File: config.mk
export PLATFORM = sky130hd
export DESIGN_NAME = uart_tx_param
export DESIGN_NICKNAME = d
export VERILOG_FILES = /design/src/rtl/uart_pkg.sv /design/src/rtl/sync_fifo.sv /design/src/rtl/uart_tx_param.sv
export SDC_FILE = /design/constraint.sdc
export NUM_CORES = 1
export LEC_CHECK = 0
export CAP_MARGIN = 20
export CELL_PAD_IN_SITES_DETAIL_PLACEMENT = 2
export CELL_PAD_IN_SITES_GLOBAL_PLACEMENT = 2
export CORE_ASPECT_RATIO = 0.8
export CORE_UTILIZATION = 30
export DETAILED_ROUTE_END_ITERATION = 10
export DONT_BUFFER_PORTS = 1
export GPL_ROUTABILITY_DRIVEN = 0
export PLACE_DENSITY = 0.64
export SLEW_MARGIN = 10
export SYNTH_ARGS = -nofsm -noshare
export SYNTH_HDL_FRONTEND = slang
export SYNTH_HIERARCHICAL = 1
export SYNTH_SLANG_ARGS = --single-unit
File: constraint.sdc
create_clock -name clk -period 3.4 [get_ports clk]
set_input_delay 0.68 -clock clk [delete_from_list [all_inputs] [get_ports clk]]
set_output_delay 0.68 -clock clk [all_outputs]
set_load 0.02 [all_outputs]
File: src/rtl/uart_pkg.sv
// Shared types for the parameterised UART transmitter: parity modes, FSM state
// encoding and the frame parity helper.
package uart_pkg;

    typedef enum logic [1:0] {
        PAR_NONE = 2'd0,
        PAR_EVEN = 2'd1,
        PAR_ODD  = 2'd2
    } parity_e;

    typedef logic [2:0] state_t;

    localparam state_t IDLE  = 3'd0;
    localparam state_t START = 3'd1;
    localparam state_t DATA  = 3'd2;
    localparam state_t PAR   = 3'd3;
    localparam state_t STOP  = 3'd4;

    // Bit sent in the parity slot: XOR of the low nbits payload bits, inverted for odd.
    function automatic logic parity_bit(input logic [7:0] data, input int nbits,
                                        input parity_e mode);
        logic x;
        x = 1'b0;
        for (int i = 0; i < 8; i++) begin
            if (i < nbits) x = x ^ data[i];
        end
        return (mode == PAR_ODD) ? ~x : x;
    endfunction

endpackage

File: src/rtl/sync_fifo.sv
// Single-clock FIFO with first-word-fall-through read data and an occupancy count.
module sync_fifo #(
    parameter int WIDTH = 8,
    parameter int DEPTH = 16
) (
    input  logic                   clk,
    input  logic                   rst,
    input  logic                   push,
    input  logic [WIDTH-1:0]       wdata,
    input  logic                   pop,
    output logic [WIDTH-1:0]       rdata,
    output logic                   full,
    output logic                   empty,
    output logic [$clog2(DEPTH):0] level
);

    localparam int AW = $clog2(DEPTH);

    logic [WIDTH-1:0] mem_q [DEPTH];
    logic [AW-1:0]    wr_ptr_q, rd_ptr_q;
    logic [AW:0]      level_q, level_d;
    logic             do_push, do_pop;

    // A push at full is dropped even when a pop frees a slot in the same cycle.
    assign do_push = push && !full;
    assign do_pop  = pop && !empty;

    always_comb begin
        level_d = level_q;
        case ({do_push, do_pop})
            2'b10:   level_d = level_q + (AW+1)'(1);
            2'b01:   level_d = level_q - (AW+1)'(1);
            default: level_d = level_q;
        endcase
    end

    always_ff @(posedge clk) begin
        if (!rst) begin
            wr_ptr_q <= '0;
            rd_ptr_q <= '0;
            level_q  <= '0;
        end else begin
            if (do_push) wr_ptr_q <= wr_ptr_q + AW'(1);
            if (do_pop)  rd_ptr_q <= rd_ptr_q + AW'(1);
            level_q <= level_d;
        end
    end

    always_ff @(posedge clk) begin
        if (rst && do_push) mem_q[wr_ptr_q] <= wdata;
    end

    assign rdata = mem_q[rd_ptr_q];
    assign full  = (level_q == (AW+1)'(DEPTH));
    assign empty = (level_q == '0);
    assign level = level_q;

endmodule

File: src/rtl/uart_tx_param.sv
// Buffered UART transmitter: bytes queue in a FIFO and are framed as start,
// DATA_BITS payload LSB first, optional parity, STOP_BITS stop bits.
module uart_tx_param
    import uart_pkg::*;
#(
    parameter int      CLK_DIV    = 868,
    parameter int      DATA_BITS  = 8,
    parameter parity_e PARITY     = PAR_NONE,
    parameter int      STOP_BITS  = 1,
    parameter int      FIFO_DEPTH = 16
) (
    input  logic                        clk,
    input  logic                        rst,
    input  logic [7:0]                  wr_data,
    input  logic                        wr_en,
    output logic                        full,
    output logic                        empty,
    output logic [$clog2(FIFO_DEPTH):0] level,
    output logic                        txd,
    output logic                        busy
);

    localparam int                BAUD_W    = $clog2(CLK_DIV);
    localparam logic [BAUD_W-1:0] BAUD_LAST = BAUD_W'(CLK_DIV - 1);
    localparam logic [2:0]        DATA_LAST = 3'(DATA_BITS - 1);
    localparam logic [2:0]        STOP_LAST = 3'(STOP_BITS - 1);

    state_t                 state_q, state_d;
    logic [BAUD_W-1:0]      baud_q, baud_d;
    logic [2:0]             bit_q, bit_d;
    logic [DATA_BITS-1:0]   shift_q, shift_d;
    logic                   par_q, par_d;
    logic                   txd_q, txd_d;
    logic                   baud_last;
    logic                   start_frame;
    logic [DATA_BITS-1:0]   fifo_rdata;
    logic [7:0]             rd_byte;

    sync_fifo #(
        .WIDTH (DATA_BITS),
        .DEPTH (FIFO_DEPTH)
    ) u_fifo (
        .clk   (clk),
        .rst   (rst),
        .push  (wr_en),
        .wdata (wr_data[DATA_BITS-1:0]),
        .pop   (start_frame),
        .rdata (fifo_rdata),
        .full  (full),
        .empty (empty),
        .level (level)
    );

    assign rd_byte   = 8'(fifo_rdata);
    assign baud_last = (baud_q == BAUD_LAST);

    always_comb begin
        state_d     = state_q;
        bit_d       = bit_q;
        shift_d     = shift_q;
        par_d       = par_q;
        txd_d       = txd_q;
        start_frame = 1'b0;
        baud_d      = (state_q == IDLE || baud_last) ? '0 : baud_q + BAUD_W'(1);

        case (state_q)
            IDLE: begin
                txd_d = 1'b1;
                if (!empty) start_frame = 1'b1;
            end
            START: begin
                if (baud_last) begin
                    state_d = DATA;
                    bit_d   = '0;
                    txd_d   = shift_q[0];
                end
            end
            DATA: begin
                if (baud_last) begin
                    if (bit_q == DATA_LAST) begin
                        bit_d = '0;
                        if (PARITY != PAR_NONE) begin
                            state_d = PAR;
                            txd_d   = par_q;
                        end else begin
                            state_d = STOP;
                            txd_d   = 1'b1;
                        end
                    end else begin
                        bit_d   = bit_q + 3'd1;
                        shift_d = shift_q >> 1;
                        txd_d   = shift_d[0];
                    end
                end
            end
            PAR: begin
                if (baud_last) begin
                    state_d = STOP;
                    txd_d   = 1'b1;
                end
            end
            STOP: begin
                if (baud_last) begin
                    if (bit_q == STOP_LAST) begin
                        bit_d = '0;
                        // Chain straight into the next frame when data is waiting.
                        if (!empty) begin
                            start_frame = 1'b1;
                        end else begin
                            state_d = IDLE;
                            txd_d   = 1'b1;
                        end
                    end else begin
                        bit_d = bit_q + 3'd1;
                    end
                end
            end
            default: begin
                state_d = IDLE;
                txd_d   = 1'b1;
            end
        endcase

        if (start_frame) begin
            state_d = START;
            txd_d   = 1'b0;
            shift_d = fifo_rdata;
            par_d   = parity_bit(rd_byte, DATA_BITS, PARITY);
        end
    end

    always_ff @(posedge clk) begin
        if (!rst) begin
            state_q <= IDLE;
            baud_q  <= '0;
            bit_q   <= '0;
            txd_q   <= 1'b1;
        end else begin
            state_q <= state_d;
            baud_q  <= baud_d;
            bit_q   <= bit_d;
            txd_q   <= txd_d;
        end
    end

    // Payload and parity are only consumed after a load, so they carry no reset.
    always_ff @(posedge clk) begin
        shift_q <= shift_d;
        par_q   <= par_d;
    end

    assign txd  = txd_q;
    assign busy = (state_q != IDLE);

endmodule

Word level (Yosys, flattened, before mapping) --
Memory sizes are Yosys's and may differ from the RTL's. A register that Yosys moved wholly into a read port is not among the register bits. Index checks and enable logic that the tools add are counted.
Word-level totals: register bits 38, bits in writable memories 128, input port bits 11, output and inout bits 9, word-level logic and storage cells 101, memories 1
Cells by class: add/subtract/negate cells 6, equality and inequality tests 25, muxes and demuxes 37, bitwise operators 2, reduce and logical (&&, ||, !) cells 21
Memories:
- u_fifo.mem_q | depth 16, width 8, rd ports 1, clocked after memory_dff 1, write ports 1, RTL line sync_fifo.sv:19 | logic [WIDTH-1:0] mem_q [DEPTH];
Operators by type and width (number):
- 3-bit two-way mux | 12
- 8-bit two-way mux | 4
- 3-bit by 2-bit inequality test with 1-bit output, second input constant | 7
- 8-bit AND reduction | 2
- 3-bit case mux with 5 select lines | 1
- 1-bit two-way mux | 14
- 2-bit inequality test, second input constant | 7
- 10-bit by 1-bit adder with 10-bit output, second input constant | 1
- 10-bit == test, second input constant | 1
- 5-bit case mux with 2 select lines | 1
- 3-bit case mux with 3 select lines | 1
- 4-bit by 1-bit adder with 4-bit output, second input constant | 2
- 4-bit two-way mux | 2
- 3-bit by 2-bit == test with 1-bit output, second input constant | 2
- 3-bit == test, second input constant | 2
- 3-bit zero test | 2
- 6-bit AND reduction | 1
- 2-bit nonzero test | 3
- 3-bit nonzero test | 2
- 5-bit by 1-bit adder with 5-bit output, second input constant | 1
- 5-bit == test, second input constant | 1
- 5-bit zero test | 1
- 5-bit by 1-bit subtractor with 5-bit output, second input constant | 1
- 2-bit by 1-bit inequality test with 1-bit output, second input constant | 2
- 13 further kinds | 18

Longest topological paths before layout --
depth in word-level cells 8, gate-level depth with buffers 14, depth with buffers taken out 13

Hierarchy --
The synthesis kept the hierarchy.
Modules (own cells, without submodules):
- sync_fifo | times used 1, cells an instance 314, area an instance 5776.8 sq um, seq. area each 4184.0 sq um
- uart_tx_param | times used 1, cells an instance 127, area an instance 1256.2 sq um, seq. area each 580.6 sq um

Worst setup path after synthesis --
OpenSTA, ideal clock, no wires.
path kind flip-flop to flip-flop, start register u_fifo.level_q[0] (netlist: u_fifo/level[0]), end register u_fifo.level_q[3] (netlist: u_fifo/level[3]), library setup time 0.062 ns, data arrival time 3.303 ns, data required time 3.338 ns, slack 0.034 ns, cell stages (with the launch flop) 14, buffers on the path 1, clock period less this slack 3.366 ns, path through dfxtp_1 or4_4 nor2_1 nor3_1 o21a_1 buf_4 o21ai_4 inv_1 ha_1 ha_1 a21o_2 a21oi_1 or4b_2 nand3_1
On the way: word-level cells in the longest chain between the ends 8, elaborated cells between the ends (all ways) 16, classes of those cells add/sub (2); eq/ne (3); mux (5); reduce/logical (6)
RTL lines:
- from (decl) | RTL line sync_fifo.sv:21 | logic [AW:0] level_q, level_d;
- from (signal assigned) | RTL line sync_fifo.sv:45 | level_q <= level_d;
- 5-bit zero test * | RTL line sync_fifo.sv:55 | assign empty = (level_q == '0);
- named net empty | RTL line uart_tx_param.sv:17 | output logic empty,
- 1-bit two-way mux * | RTL line uart_tx_param.sv:69, uart_tx_param.sv:107
- 1-bit two-way mux | RTL line uart_tx_param.sv:104 | if (bit_q == STOP_LAST) begin
- 1-bit two-way mux | RTL line uart_tx_param.sv:103 | if (baud_last) begin
- 1-bit case mux with 2 select lines * | RTL line uart_tx_param.sv:66 | case (state_q)
- named net start_frame | RTL line uart_tx_param.sv:35 | logic start_frame;
- 1-bit logical AND * | RTL line sync_fifo.sv:26 | assign do_pop = pop && !empty;
- named net u_fifo.do_pop | RTL line sync_fifo.sv:22 | logic do_push, do_pop;
- 2-bit by 1-bit == test with 1-bit output or 2-bit == test (tied branches) | RTL line sync_fifo.sv:30 | case ({do_push, do_pop})
- 5-bit case mux with 2 select lines or 2-bit nonzero test (tied branches)
The timed path passes the listed nets; every way through them passes the cells marked *. A chain may end at the register's enable or synchronous reset.

Worst setup path in the final report --
start register baud_q[0], end register u_fifo.level_q[3] (netlist: u_fifo/level[3])
On the way: word-level cells in the longest chain between the ends 6, elaborated cells between the ends (all ways) 8, classes of those cells eq/ne (3); mux (3); reduce/logical (2)
RTL lines:
- from (decl) | RTL line uart_tx_param.sv:29 | logic [BAUD_W-1:0] baud_q, baud_d;
- from (signal assigned) | RTL line uart_tx_param.sv:140 | baud_q <= baud_d;
- 10-bit == test * | RTL line uart_tx_param.sv:55 | assign baud_last = (baud_q == BAUD_LAST);
- 1-bit two-way mux * | RTL line uart_tx_param.sv:103
- 1-bit case mux with 2 select lines * | RTL line uart_tx_param.sv:66
- 1-bit logical AND * | RTL line sync_fifo.sv:26
- named net u_fifo.do_pop | RTL line sync_fifo.sv:22
- 2-bit by 1-bit == test with 1-bit output or 2-bit == test (tied branches) | RTL line sync_fifo.sv:30
- 5-bit case mux with 2 select lines or 2-bit nonzero test (tied branches)
Marks and branches as above.

==> metrics.md <==
| Metric | Value |
|---|---|
| Distinct cell type count after synthesis | `53` |
| Clk Tree Root Cell | `clkbuf_16` |
| Worst flop-to-flop path startpoint | `baud_q[0]` |
| Post-Route Utilization | `35.8%` |
| Gr usage total | `14.9%` |
| Critical Path RT | `3770 ps` |
| Dpl ws | `155 ps` |
| Htree depth | `4` |
| Dpl cells | `753` |
| Post-DP Area | `0.00752 mm2` |
| Top cells by area, synth | `edfxtp_1 58%, mux4_2 10%, dfxtp_1 9.7%` |
| Maximum number of pins on one net before global-route repair | `34` |
| IO Pins | `20` |
| R2r endpoint | `u_fifo/level[3]` |
| Vias per cell | `4.92` |
| Routed Wire Length | `16.7 mm` |
| Reg2reg setup slack | `340 ps` |
| Commonest cells in the netlist | `136 x edfxtp_1, 34 x dfxtp_1, 33 x nor2_1` |
| Yosys top cell area share | `58.1%` |
| DRT iter0 DRCs | `286` |
| N_diodes | `0` |
| Period utilisation layout | `90.1%` |
| Post-DRT Antenna Nets | `0` |
| Routed wire per std cell | `21.3 um` |
| Initial DRT Pass Iterations | `4` |
| Total core area | `0.0227 mm2` |
| Reg2Reg Depth | `12` |
| TritonCTS clock tree | `built` |
| Setup Viol. Count Final | `0` |
| Status | `finished clean` |
| First-pass GRT wire length | `26.4 mm` |
| CP startpoint kind | `flip-flop` |
| Final worst clock skew | `11.8 ps` |
| Post-synth ARST share | `0%` |
| Antenna violations before repair | `0` |
| WP data arrival | `3440 ps` |
| Clock slew at reported path FFs | `80 ps` |
| Remaining DRCs | `0` |
| Final nets | `492` |
| Hold Crit Depth | `0` |
| Detail Placement HPWL | `11.1 mm` |
| Die W | `173 um` |
| Crit-path max FO | `6` |
| Power per cell area | `714 mW/mm2` |
| Fin area | `0.00814 mm2` |
| Syn avg cell area | `15.9 um2` |
| Mapped Area | `0.00703 mm2` |
| Hold Crit Class | `input pin to flip-flop` |
| Slew margin rel. | `43.5%` |
| Min-delay src | `wr_data[4]` |
| Leakage | `0.00270 uW` |
| Hold Path End | `u_fifo/mem_q[12][4]` |
| Worst Setup Path Type | `flip-flop to flip-flop` |
| Cts hold-fix bufs | `0` |
| Number of global-route vias before repair | `4403` |
| Hold Fails Final Rpt | `0` |
| Area Growth Syn to Fin | `15.7%` |
| Number of buffer cells added on primary ports | `0` |
| Post-synth EDFFs | `136` |
| Layout Cells excl Fill | `786` |
| Measured slew at the worst slew-check pin | `846 ps` |
| Clk Latency, worst-skew pair | `440 ps` |
| Clock Path Buffers | `2` |
| Worst setup EP type | `flip-flop` |
| Cell count after synthesis | `441` |
| Pins Over Slew Limit | `0` |
| RSZ-0062 raised after global routing | `no` |
| Warnings from Yosys | `6` |
| Predominant post-synthesis flop cell | `edfxtp_1` |
| Count leader, synth | `edfxtp_1` |
| Clk sinks | `170` |
| PnR worst setup slack | `338 ps` |
| Die area | `0.0241 mm2` |
| Die Y | `139 um` |
| Routed via count | `3868` |
| Min cycle time layout | `3060 ps` |
| Setup TNS | `0 ps` |
| Seq cells post-synth | `170` |
| Leading area contributor after synthesis | `edfxtp_1` |
| Max-Cap Viols | `0` |
| Max VDD drop | `0.000416 V` |
| Fmax | `327 MHz` |
| Number of placement rows | `49` |
| Layout cell share with drive strength beyond 1 | `22.7%` |
| Post-synthesis sequential area ratio | `67.7%` |
| Mapped Nets | `466` |
| # fillers | `2250` |
| Cts bufs inserted | `17` |
| Grt total ovfl | `0` |
| Starting Density | `30.9%` |
## cell type report
class                      count  area (um2)  share of cell area (%)
clock inverter                15         174                    2.14
sequential                   170        4770                    58.5
tap                          306         383                    4.70
multi-input combinational    242        2150                    26.4
clock buffer                  17         425                    5.23
timing repair buffer          26         208                    2.55
inverter                      10        37.5                   0.461
## repair_timing
| item | 4_1_cts | 5_1_grt |
|---|---|---|
| resized for setup | 0 | 2 |
| setup buffers | 0 | 1 |
| setup endpoints to repair | 0 | 2 |
## state kept, by name, summed over array words and instances, names as in the netlist, named ones only
signal / cells
baud_q: 10
bit_q: 3
txd: 1
u_fifo/level: 5
shift_q: 8
u_fifo/rd_ptr_q: 4
u_fifo/wr_ptr_q: 4
u_fifo/mem_q: 128
state_q: 3
## how the worst max path moves through the flow
stage,start,endpoint,slack (ps),cells past startpoint
2_1_floorplan,u_fifo/level[0],u_fifo/level[3],30,13
3_3_place_gp,baud_q[0],u_fifo/level[3],340,12
4_1_cts,baud_q[0],u_fifo/level[3],120,12
6_report,baud_q[0],u_fifo/level[3],340,12
3_5_place_dp,baud_q[0],u_fifo/level[3],150,12
5_1_grt,baud_q[0],u_fifo/level[4],80,12
## stage by stage
stage	total power (uW)	hold slack (ps)
3_5_place_dp	3920	473
3_3_place_gp	3850	442
4_1_cts	5910	314
6_report	5810	331
5_1_grt	6080	309
2_1_floorplan	3550	430
## cells in the final DEF (no fill, tap or decap), drive strengths merged, types with 10 or more instances in the layout
master,n
xnor2,11
a22oi,17
nor3,10
ha,13
and2,11
inv,19
nand2,26
dfxtp,34
mux4,32
edfxtp,136
buf,26
nor2,33
clkbuf,17
nand3,14
## power by group
| part | internal (uW) | switching, uW |
|---|---|---|
| Sequential | 2430 | 135 |
| Clock | 1050 | 923 |
| Combinational | 619 | 658 |
## per-layer routing
metal  global-route usage, %  part of all wire, %  wire length [um]
met1                    19.1                   45              7480
met2                    24.9                   50              8320
met3                    3.10                  3.9               661
met4                    5.73                  1.6               274
met5                       0                    0                 0
## critical path, cell delays in order (launching register included)
cell      delay, ps
dfxtp_1         390
ha_1            260
nand4b_1        220
nor4_4          370
o21a_1          220
o21ai_4         100
inv_1            80
ha_1            290
ha_1            170
a21o_2          120
a21oi_1          70
or4b_2          610
nand3_1          90
## cell families after synthesis
logic type,Yosys count,synth area share (%)
DFF,170,67.7
and+or+nand+nor,123,9.11
AOI/OAI and AO/OA,46,4.66
muxes,44,12.1
buffers and inverters,29,1.94
xor gates and xnor gates,15,1.87
adders and majority gates,14,2.60
No activity file was read; power rests on OpenSTA's default activity.
